## src/rtl/mem_arbiter_pkg.sv

```systemverilog
// Shared types for the memory arbiter: RAM status, arbiter states and word type.
// Also holds the saturating increment used by the dcache streak counter.
package mem_arbiter_pkg;

  localparam int WORD_W   = 32;
  localparam int STREAK_W = 4;

  typedef logic [WORD_W-1:0] word_t;

  typedef enum logic [1:0] {
    FREE   = 2'd0,
    BUSY   = 2'd1,
    ACCESS = 2'd2,
    ERROR  = 2'd3
  } ramstate_t;

  typedef enum logic [1:0] {
    IDLE    = 2'd0,
    SERVE_D = 2'd1,
    SERVE_I = 2'd2
  } arb_state_t;

  function automatic logic [STREAK_W-1:0] sat_inc(input logic [STREAK_W-1:0] v,
                                                   input logic [STREAK_W-1:0] lim);
    return (v >= lim) ? lim : v + 1'b1;
  endfunction

endpackage

```

## src/rtl/mem_arbiter_if.sv

```systemverilog
// Cache/RAM side bus of the memory arbiter. master = arbiter, slave = caches and RAM.
// Handshake: a cache raises REN/WEN and holds it (address/data stable) until its wait goes
// low; that low cycle is the one completion cycle, granted only when ramstate == ACCESS.
interface mem_arbiter_if import mem_arbiter_pkg::*; #(
  parameter int ADDR_W = WORD_W
);
  logic              iREN;
  logic [ADDR_W-1:0] iaddr;
  logic              iwait;
  logic [ADDR_W-1:0] iload;
  logic              dREN;
  logic              dWEN;
  logic [ADDR_W-1:0] daddr;
  logic [ADDR_W-1:0] dstore;
  logic              dwait;
  logic [ADDR_W-1:0] dload;
  logic              ramREN;
  logic              ramWEN;
  logic [ADDR_W-1:0] ramaddr;
  logic [ADDR_W-1:0] ramstore;
  logic [ADDR_W-1:0] ramload;
  ramstate_t         ramstate;

  modport master (
    input  iREN, iaddr, dREN, dWEN, daddr, dstore, ramload, ramstate,
    output iwait, iload, dwait, dload, ramREN, ramWEN, ramaddr, ramstore
  );

  modport slave (
    output iREN, iaddr, dREN, dWEN, daddr, dstore, ramload, ramstate,
    input  iwait, iload, dwait, dload, ramREN, ramWEN, ramaddr, ramstore
  );
endinterface

```

## src/rtl/mem_arbiter.sv

```systemverilog
// Arbitrates icache fills and dcache accesses onto one RAM port. dcache wins ties, but after
// MAX_D_STREAK back-to-back dcache grants with iREN pending the icache is forced through.
module mem_arbiter import mem_arbiter_pkg::*; #(
  parameter int MAX_D_STREAK = 4,
  parameter int ADDR_W       = 32
) (
  input  logic                CLK,
  input  logic                nRST,
  mem_arbiter_if.master       bus,
  output arb_state_t          dbg_state,
  output logic [STREAK_W-1:0] dbg_streak
);

  localparam logic [STREAK_W-1:0] STREAK_MAX = STREAK_W'(MAX_D_STREAK);
  localparam logic [ADDR_W-1:0]   ZERO_W     = '0;

  arb_state_t          state, next_state;
  logic [STREAK_W-1:0] streak, next_streak;
  logic                d_req;
  logic                i_starved;
  logic                ram_done;

  always_ff @(posedge CLK or negedge nRST) begin
    if (!nRST) begin
      state  <= IDLE;
      streak <= '0;
    end else begin
      state  <= next_state;
      streak <= next_streak;
    end
  end

  assign d_req      = bus.dREN | bus.dWEN;
  assign i_starved  = bus.iREN && (streak == STREAK_MAX);
  assign ram_done   = (bus.ramstate == ACCESS);
  assign dbg_state  = state;
  assign dbg_streak = streak;

  // Outputs are decoded from the registered state; ERROR/BUSY/FREE simply hold the request.
  always_comb begin
    next_state   = state;
    next_streak  = streak;
    bus.iwait    = 1'b1;
    bus.dwait    = 1'b1;
    bus.iload    = ZERO_W;
    bus.dload    = ZERO_W;
    bus.ramREN   = 1'b0;
    bus.ramWEN   = 1'b0;
    bus.ramaddr  = ZERO_W;
    bus.ramstore = ZERO_W;
    unique case (state)
      IDLE: begin
        if (d_req && !i_starved) next_state = SERVE_D;
        else if (bus.iREN)       next_state = SERVE_I;
      end
      SERVE_D: begin
        if (!d_req) begin
          next_state = IDLE;
        end else begin
          bus.ramaddr = bus.daddr;
          if (bus.dWEN) begin
            bus.ramWEN   = 1'b1;
            bus.ramstore = bus.dstore;
          end else begin
            bus.ramREN = 1'b1;
          end
          if (ram_done) begin
            bus.dwait   = 1'b0;
            bus.dload   = bus.ramload;
            next_state  = IDLE;
            next_streak = bus.iREN ? sat_inc(streak, STREAK_MAX) : '0;
          end
        end
      end
      SERVE_I: begin
        if (!bus.iREN) begin
          next_state = IDLE;
        end else begin
          bus.ramREN  = 1'b1;
          bus.ramaddr = bus.iaddr;
          if (ram_done) begin
            bus.iwait   = 1'b0;
            bus.iload   = bus.ramload;
            next_state  = IDLE;
            next_streak = '0;
          end
        end
      end
      default: next_state = IDLE;
    endcase
  end

endmodule

```

## src/flat_wrapper.sv

```systemverilog
// flat-port wrapper written by rule: the top's interface ports become plain ports
module mem_arbiter_flat import mem_arbiter_pkg::*;
#(
  parameter int MAX_D_STREAK = 4,
  parameter int ADDR_W       = 32
)
  (CLK, nRST, dbg_state, dbg_streak, bus_iREN, bus_iaddr, bus_dREN, bus_dWEN, bus_daddr, bus_dstore, bus_ramload, bus_ramstate, bus_iwait, bus_iload, bus_dwait, bus_dload, bus_ramREN, bus_ramWEN, bus_ramaddr, bus_ramstore);
  mem_arbiter_if #(.ADDR_W(ADDR_W)) bus_i ();
  input  logic CLK;
  input  logic nRST;
  output arb_state_t dbg_state;
  output logic [STREAK_W-1:0] dbg_streak;
  input wire logic [$bits(bus_i.iREN)-1:0] bus_iREN;
  input wire logic [$bits(bus_i.iaddr)-1:0] bus_iaddr;
  input wire logic [$bits(bus_i.dREN)-1:0] bus_dREN;
  input wire logic [$bits(bus_i.dWEN)-1:0] bus_dWEN;
  input wire logic [$bits(bus_i.daddr)-1:0] bus_daddr;
  input wire logic [$bits(bus_i.dstore)-1:0] bus_dstore;
  input wire logic [$bits(bus_i.ramload)-1:0] bus_ramload;
  input wire logic [$bits(bus_i.ramstate)-1:0] bus_ramstate;
  output wire logic [$bits(bus_i.iwait)-1:0] bus_iwait;
  output wire logic [$bits(bus_i.iload)-1:0] bus_iload;
  output wire logic [$bits(bus_i.dwait)-1:0] bus_dwait;
  output wire logic [$bits(bus_i.dload)-1:0] bus_dload;
  output wire logic [$bits(bus_i.ramREN)-1:0] bus_ramREN;
  output wire logic [$bits(bus_i.ramWEN)-1:0] bus_ramWEN;
  output wire logic [$bits(bus_i.ramaddr)-1:0] bus_ramaddr;
  output wire logic [$bits(bus_i.ramstore)-1:0] bus_ramstore;
  assign bus_i.iREN = bus_iREN;
  assign bus_i.iaddr = bus_iaddr;
  assign bus_i.dREN = bus_dREN;
  assign bus_i.dWEN = bus_dWEN;
  assign bus_i.daddr = bus_daddr;
  assign bus_i.dstore = bus_dstore;
  assign bus_i.ramload = bus_ramload;
  assign bus_i.ramstate = bus_ramstate;
  assign bus_iwait = bus_i.iwait;
  assign bus_iload = bus_i.iload;
  assign bus_dwait = bus_i.dwait;
  assign bus_dload = bus_i.dload;
  assign bus_ramREN = bus_i.ramREN;
  assign bus_ramWEN = bus_i.ramWEN;
  assign bus_ramaddr = bus_i.ramaddr;
  assign bus_ramstore = bus_i.ramstore;
  mem_arbiter #(.MAX_D_STREAK(MAX_D_STREAK), .ADDR_W(ADDR_W)) u_core (.CLK(CLK), .nRST(nRST), .bus(bus_i), .dbg_state(dbg_state), .dbg_streak(dbg_streak));
endmodule
```

## config.mk

```make
export PLATFORM = sky130hd
export DESIGN_NAME = mem_arbiter_flat
export DESIGN_NICKNAME = d
export VERILOG_FILES = /design/src/rtl/mem_arbiter_pkg.sv /design/src/rtl/mem_arbiter_if.sv /design/src/rtl/mem_arbiter.sv /design/src/flat_wrapper.sv
export SDC_FILE = /design/constraint.sdc
export NUM_CORES = 1
export LEC_CHECK = 0
export CELL_PAD_IN_SITES_DETAIL_PLACEMENT = 1
export CELL_PAD_IN_SITES_GLOBAL_PLACEMENT = 2
export CORE_UTILIZATION = 10
export DETAILED_ROUTE_END_ITERATION = 6
export PLACE_DENSITY = 0.95
export SYNTH_ARGS = -nofsm -noshare
export SYNTH_HDL_FRONTEND = slang
export SYNTH_SLANG_ARGS = --single-unit
```

## constraint.sdc

```tcl
create_clock -name CLK -period 3.6 [get_ports CLK]
set_input_delay 0.72 -clock CLK [delete_from_list [all_inputs] [get_ports CLK]]
set_output_delay 0.72 -clock CLK [all_outputs]
set_load 0.02 [all_outputs]
```

==> run metrics, run 1 <==
Sw Pwr=792 uW; most frequent cells in the layout=clkdlybuf4s50_1, and2_1, nor2b_1, a22oi_1, and3_1; Critical Path, Cell by Cell=clkdlybuf4s50_1 > and2_1 > buf_12 > a22oi_1 > nor2b_1 > clkdlybuf4s50_1; Seq/Total Area, Yosys=0.0920; Place WS=0.138 ns; # Post-CTS Setup Buffers=0; Slowest-stage cell, CP=clkdlybuf4s50_1; DIE HEIGHT=130 um; Mean Syn Cell Area=6.89 sq um; Die Span X=130 um; share of cells above drive strength 1=0.0302; grt ovf=0; most used cell along the critical path=clkdlybuf4s50_1; worst path arrival time=2.70 ns; PwrDens=378 nW/um^2; most common cell after layout, fill and taps aside=clkdlybuf4s50_1; RSZ-0062 raised after global routing=false; cells after synthesis=237; XOR/XNOR share of the synthesized area=0; period utilization=0.949; sequential power share=0.068; CP max stage delay=0.64 ns; via count=2783; Clock Skew=0.00233 ns; Max VDD drop=0.000143 V; Critical Path RT=2.88 ns; Hold Fails Final Rpt=0; clk buf depth=2; DRC viols=0; combinational share of power=0.831; DRT Pass-1 Iters=7; worst hold path class=reg -> reg; hold_buf cts=0; dpl hpwl=8830 um; Clk pwr share=0.101; Worst R2R End=u_core.dbg_state[0]; total negative setup slack=0 ns; largest family of logic cells by synthesized area=simple AND/OR/NAND/NOR gates; Syn-to-layout area delta=188%; io pins=273; Skew-Pair Late Insertion Delay=0.23 ns; first-pass GRT wire length=14900 um; GRT Total Usage=0.113; Leak Pwr=0.00179 uW; Internal Power=981 uW; largest net degree at the start of global routing=35; number of synthesis warnings=0; row cnt=46; initial core utilization=0.103; Synth Area in Compound Gates=0.206; Final min period=3.42 ns; fmax=293 MHz; fin nets=639; Max-cap violations=0; Max FO, Critical Path=32; area share of and/or/nand/nor cells after synthesis=0.552; critical path capture point type=output pin; Slew Viols, Final=0; placed cell count=709; ANT cells=0; Synth Net Count=378; synth unique cells=32; worst r2r src=u_core.dbg_state[0]; CP Capture Point=bus_ramaddr[24]; vias in the first global route=2886; initial antenna violation count=0; die area=16800 sq um; Max-slew headroom=0.563; wire length per cell=14.3 um; Resize count post-CTS=0; GP Congestion=0.701; Yosys reg bits=6; Clk Tree Root Cell=clkbuf_16; # setup viols final=0; drt via density=3.91; mux share of post-synthesis cell area=0.00613; Reg clk slew, reported paths=0.03 ns; TritonCTS clock tree=done; CTS buffer count=3; worst-margin pin slew=0.655 ns; IO Port Bufs=272; Post-Synth Adder-Cell Area=0.0460; Setup crit start=bus_iREN; R2R depth=6; switch share=0.447; initial drt markers=56; fin area=4700 sq um; Worst Path Class, Setup=in -> out; Syn Std Cell Area=1630 sq um; Total Wirelength=10200 um; H-tree Lvls=1; Final Non-Filler Cells=712; startpoint type of the worst setup path=input pin; setup ws final=0.184 ns; outcome=completed; number of routed nets with antenna violations=0; Core Area=15900 sq um; register-to-register setup slack=1.90 ns; placed cell areas=4620 sq um; CTS Sinks=6
-- state kept, by name, summed over array words and instances, names as in the netlist --
| register | flops |
|---|---|
| u_core.dbg_streak | 4 |
| u_core.dbg_state | 2 |
-- through the flow --
stage,utilization,power [uW],hold WS [ns]
2_1_floorplan,-,882,0.424
3_3_place_gp,0.291,1580,0.569
3_5_place_dp,0.291,1620,0.588
4_1_cts,0.296,1810,0.602
5_1_grt,0.296,1900,0.632
6_report,0.296,1770,0.592
-- metal layers --
metal	vias to the layer above	GRT usage	routed length, um
li1	1329	-	-
met1	1275	0.102	3310
met2	173	0.241	5620
met3	6	0.0361	1230
met4	0	0.0185	54
met5	-	0	0
-- cells in the mapped netlist --
cell type | instances | share of area
a221oi_1 | 1 | 0.0054
o311ai_1 | 1 | 0.0054
a21boi_1 | 1 | 0.0046
inv_2 | 2 | 0.0046
nand2b_1 | 2 | 0.0077
a221oi_2 | 1 | 0.0092
buf_6 | 1 | 0.0069
inv_1 | 8 | 0.018
o2bb2ai_1 | 1 | 0.0054
buf_4 | 1 | 0.0046
a22o_1 | 1 | 0.0054
nand3_1 | 1 | 0.0031
nand2_1 | 2 | 0.0046
dfrtp_1 | 6 | 0.092
nor2b_1 | 33 | 0.13
nand3b_1 | 1 | 0.0046
a22oi_1 | 32 | 0.15
or4b_1 | 1 | 0.0061
and4b_1 | 1 | 0.0061
nor2_1 | 5 | 0.011
and3_1 | 32 | 0.12
o211ai_1 | 1 | 0.0046
o21ai_1 | 2 | 0.0061
ha_1 | 6 | 0.046
mux2i_1 | 1 | 0.0061
clkbuf_1 | 9 | 0.021
o21a_1 | 1 | 0.0046
o31ai_1 | 1 | 0.0046
o22ai_1 | 1 | 0.0038
and2_1 | 66 | 0.25
nor4bb_1 | 1 | 0.0061
buf_2 | 14 | 0.043
-- final cells by class --
type	count	area, sq um
inverter	10	37.5
sequential	6	150
fill	1891	11200
timing repair buffer	281	2840
clock buffer	3	75.1
multi-input combinational	196	1320
tap	216	270
-- critical path, delay by kind of cell --
family	cells	cell delay, ns
AND/OR/NAND/NOR	2	0.40
AO/OA/AOI/OAI	1	0.11
buffers and inverters	3	1.46
-- power groups by stage --
stage | clock, uW | combinational (uW) | sequential (uW)
after global placement | 0 | 1460 | 120
after floorplan | 0 | 741 | 141
after detailed placement | 0 | 1500 | 122
final | 179 | 1470 | 121
after CTS | 182 | 1510 | 122
after global routing | 183 | 1600 | 125
-- cells by family after synthesis --
family	Yosys count
and+or+nand+nor	145
adders and majority gates	6
buffers and inverters	35
muxes	1
DFF	6
AOI/OAI and AO/OA	44
-- how the worst min path moves through the flow --
stage	to	from	cells after the start	slack [ns]
after floorplan	u_core.dbg_state[0]	nRST	0	0.42
after global placement	u_core.dbg_streak[3]	u_core.dbg_streak[3]	1	0.57
after detailed placement	u_core.dbg_streak[3]	u_core.dbg_streak[3]	1	0.59
after CTS	u_core.dbg_streak[1]	u_core.dbg_streak[1]	2	0.60
after global routing	u_core.dbg_streak[1]	u_core.dbg_streak[1]	2	0.63
final	u_core.dbg_streak[1]	u_core.dbg_streak[1]	2	0.59
(Power assumes the default switching activity.)
==> run 2, diff against run 1 <==
--- a/config.mk
+++ b/config.mk
@@ -8,7 +8,9 @@
 export CELL_PAD_IN_SITES_DETAIL_PLACEMENT = 1
 export CELL_PAD_IN_SITES_GLOBAL_PLACEMENT = 2
 export CORE_UTILIZATION = 10
+export CTS_BUF_LIST = sky130_fd_sc_hd__clkbuf_8
 export DETAILED_ROUTE_END_ITERATION = 6
+export HOLD_SLACK_MARGIN = 0.15
 export PLACE_DENSITY = 0.95
 export SYNTH_ARGS = -nofsm -noshare
 export SYNTH_HDL_FRONTEND = slang
==> run metrics, run 2 (same netlist as run 1, synthesis figures left out) <==
outcome=completed; register-to-register setup slack=1.88 ns (-0.02 ns); DRT Pass-1 Iters=6 (-1); Internal Power=911 uW (-7.2%); Max VDD drop=0.000121 V (-16%); # Post-CTS Setup Buffers=0 (unchanged); worst-margin pin slew=0.655 ns (+0.000315 ns); sequential power share=0.071 (+0.003); clk buf depth=2 (unchanged); via count=2766 (-0.61%); dpl hpwl=8830 um (unchanged); Clk pwr share=0.062 (-0.039); DRC viols=0 (unchanged); CTS Sinks=6 (unchanged); critical path capture point type=output pin; Core Area=15900 sq um (unchanged); Total Wirelength=10300 um (+0.57%); period utilization=0.947 (-0.00153); worst r2r src=u_core.dbg_state[0]; Slew Viols, Final=0 (unchanged); Clk Tree Root Cell=clkbuf_8; share of cells above drive strength 1=0.0302 (unchanged); register area=150 sq um (unchanged); io pins=273 (unchanged); row cnt=46 (unchanged); GR Util met2=0.243 (+0.00157); initial core utilization=0.103 (unchanged); Reg clk slew, reported paths=0.04 ns (about the same); Sw Pwr=791 uW (-0.23%); Resize count post-CTS=0 (unchanged); hold_buf cts=0 (unchanged); ANT cells=0 (unchanged); Max-cap violations=0 (unchanged); multi-input logic area=1320 sq um (unchanged); Clock Skew=0.00375 ns (+0.00142 ns); max reg flops=4 (unchanged); hold endpoint=u_core.dbg_state[1]; drt via density=3.88 (-0.61%); Final Non-Filler Cells=712 (unchanged); R2R depth=6 (unchanged); Hold Fails Final Rpt=0 (unchanged); worst path arrival time=2.69 ns (about the same); combinational share of power=0.868 (+0.037); Max FO, Critical Path=32 (unchanged); Syn-to-layout area delta=186%; Max-slew headroom=0.563 (about the same); Min-Delay Path Depth=1 (-1); DIE HEIGHT=130 um (unchanged); initial antenna violation count=0 (unchanged); placed cell count=709 (unchanged); Final min period=3.41 ns (-0.00550 ns); Most Crowded Layer GR=met2; # setup viols final=0 (unchanged); grt ovf=0 (unchanged); GRT Total Usage=0.114 (+0.00131); Skew-Pair Late Insertion Delay=0.23 ns (about the same); Critical Path RT=2.88 ns (about the same); met3 GRT Util=0.0344 (-0.00164); most frequent cells in the layout=clkdlybuf4s50_1, and2_1, nor2b_1, a22oi_1, and3_1; PwrDens=365 nW/um^2 (-3.4%); first-pass GRT wire length=15000 um (+0.83%); Leak Pwr=0.00178 uW (-0.86%); total negative setup slack=0 ns (unchanged); H-tree Lvls=1 (unchanged); die area=16800 sq um (unchanged); HP Start=u_core.dbg_state[1]; most common cell after layout, fill and taps aside=clkdlybuf4s50_1; FILL cells=1897 (+0.32%); Die Span X=130 um (unchanged); initial drt markers=65 (+16%); fmax=293 MHz (+0.16%); RSZ-0062 raised after global routing=false; Worst Path Class, Setup=in -> out; IO Port Bufs=272 (unchanged); GP Congestion=0.701 (unchanged); startpoint type of the worst setup path=input pin; fin nets=639 (unchanged); wire length per cell=14.4 um (+0.57%); switch share=0.465 (+0.0179); met1 Use GR=0.104 (+0.00123); CTS buffer count=3 (unchanged); number of routed nets with antenna violations=0 (unchanged); TritonCTS clock tree=done; worst hold path class=reg -> reg; largest net degree at the start of global routing=35 (unchanged); vias in the first global route=2880 (-0.21%); Worst R2R End=u_core.dbg_state[0]
## run 2: changes by cell type in the layout (fill, tap and decap cells not counted)
cell,delta
clkbuf_16,-3
clkbuf_8,+3
## run 2: stage by stage
| stage | setup slack (ns) | power, uW | utilization | instance area [sq um] | hold WS (ns) |
|---|---|---|---|---|---|
| 3_5_place_dp | 0.138 | 1620 | 0.291 | 4620 | 0.588 |
| 2_1_floorplan | 1.19 | 882 | - | 1630 | 0.424 |
| 6_report | 0.190 | 1700 | 0.293 | 4660 | 0.597 |
| 4_1_cts | 0.145 | 1740 | 0.293 | 4660 | 0.608 |
| 5_1_grt | 0.0283 | 1830 | 0.293 | 4660 | 0.633 |
| 3_3_place_gp | 0.180 | 1580 | 0.291 | 4620 | 0.569 |
## run 2: final cells by class
type                    count  share of cell area
clock buffers               3             0.00886
well taps                 216              0.0580
inverters                  10             0.00805
multi-input cells         196               0.284
flip-flops and latches      6              0.0322
repair buffers            281               0.609
## run 2: critical path: stages
cell             delay (ns)
clkdlybuf4s50_1        0.62
and2_1                 0.22
buf_12                 0.19
a22oi_1                0.11
nor2b_1                0.17
clkdlybuf4s50_1        0.64
## run 2: how the worst max path moves through the flow
| stage | startpoint | to | cells past startpoint |
|---|---|---|---|
| after floorplan | u_core.dbg_state[1] | bus_ramaddr[0] | 8 |
| after global placement | bus_iREN | bus_ramaddr[24] | 6 |
| after detailed placement | bus_iREN | bus_ramaddr[24] | 6 |
| after CTS | bus_iREN | bus_ramaddr[24] | 6 |
| after global routing | bus_dWEN | bus_dload[10] | 6 |
| final | bus_iREN | bus_ramaddr[24] | 6 |
## run 2: power by group through the flow
| stage | combinational (uW) | clock (uW) | sequential, uW |
|---|---|---|---|
| after floorplan | 741 | 0 | 141 |
| after global placement | 1460 | 0 | 120 |
| after detailed placement | 1500 | 0 | 122 |
| after CTS | 1510 | 108 | 122 |
| after global routing | 1600 | 109 | 125 |
| final | 1480 | 105 | 120 |
## run 2: routing by layer
layer  share of wire  up-vias
met5               0        -
met4          0.0074        0
met3            0.12        5
met2            0.55      171
met1            0.32     1263
li1                -     1327
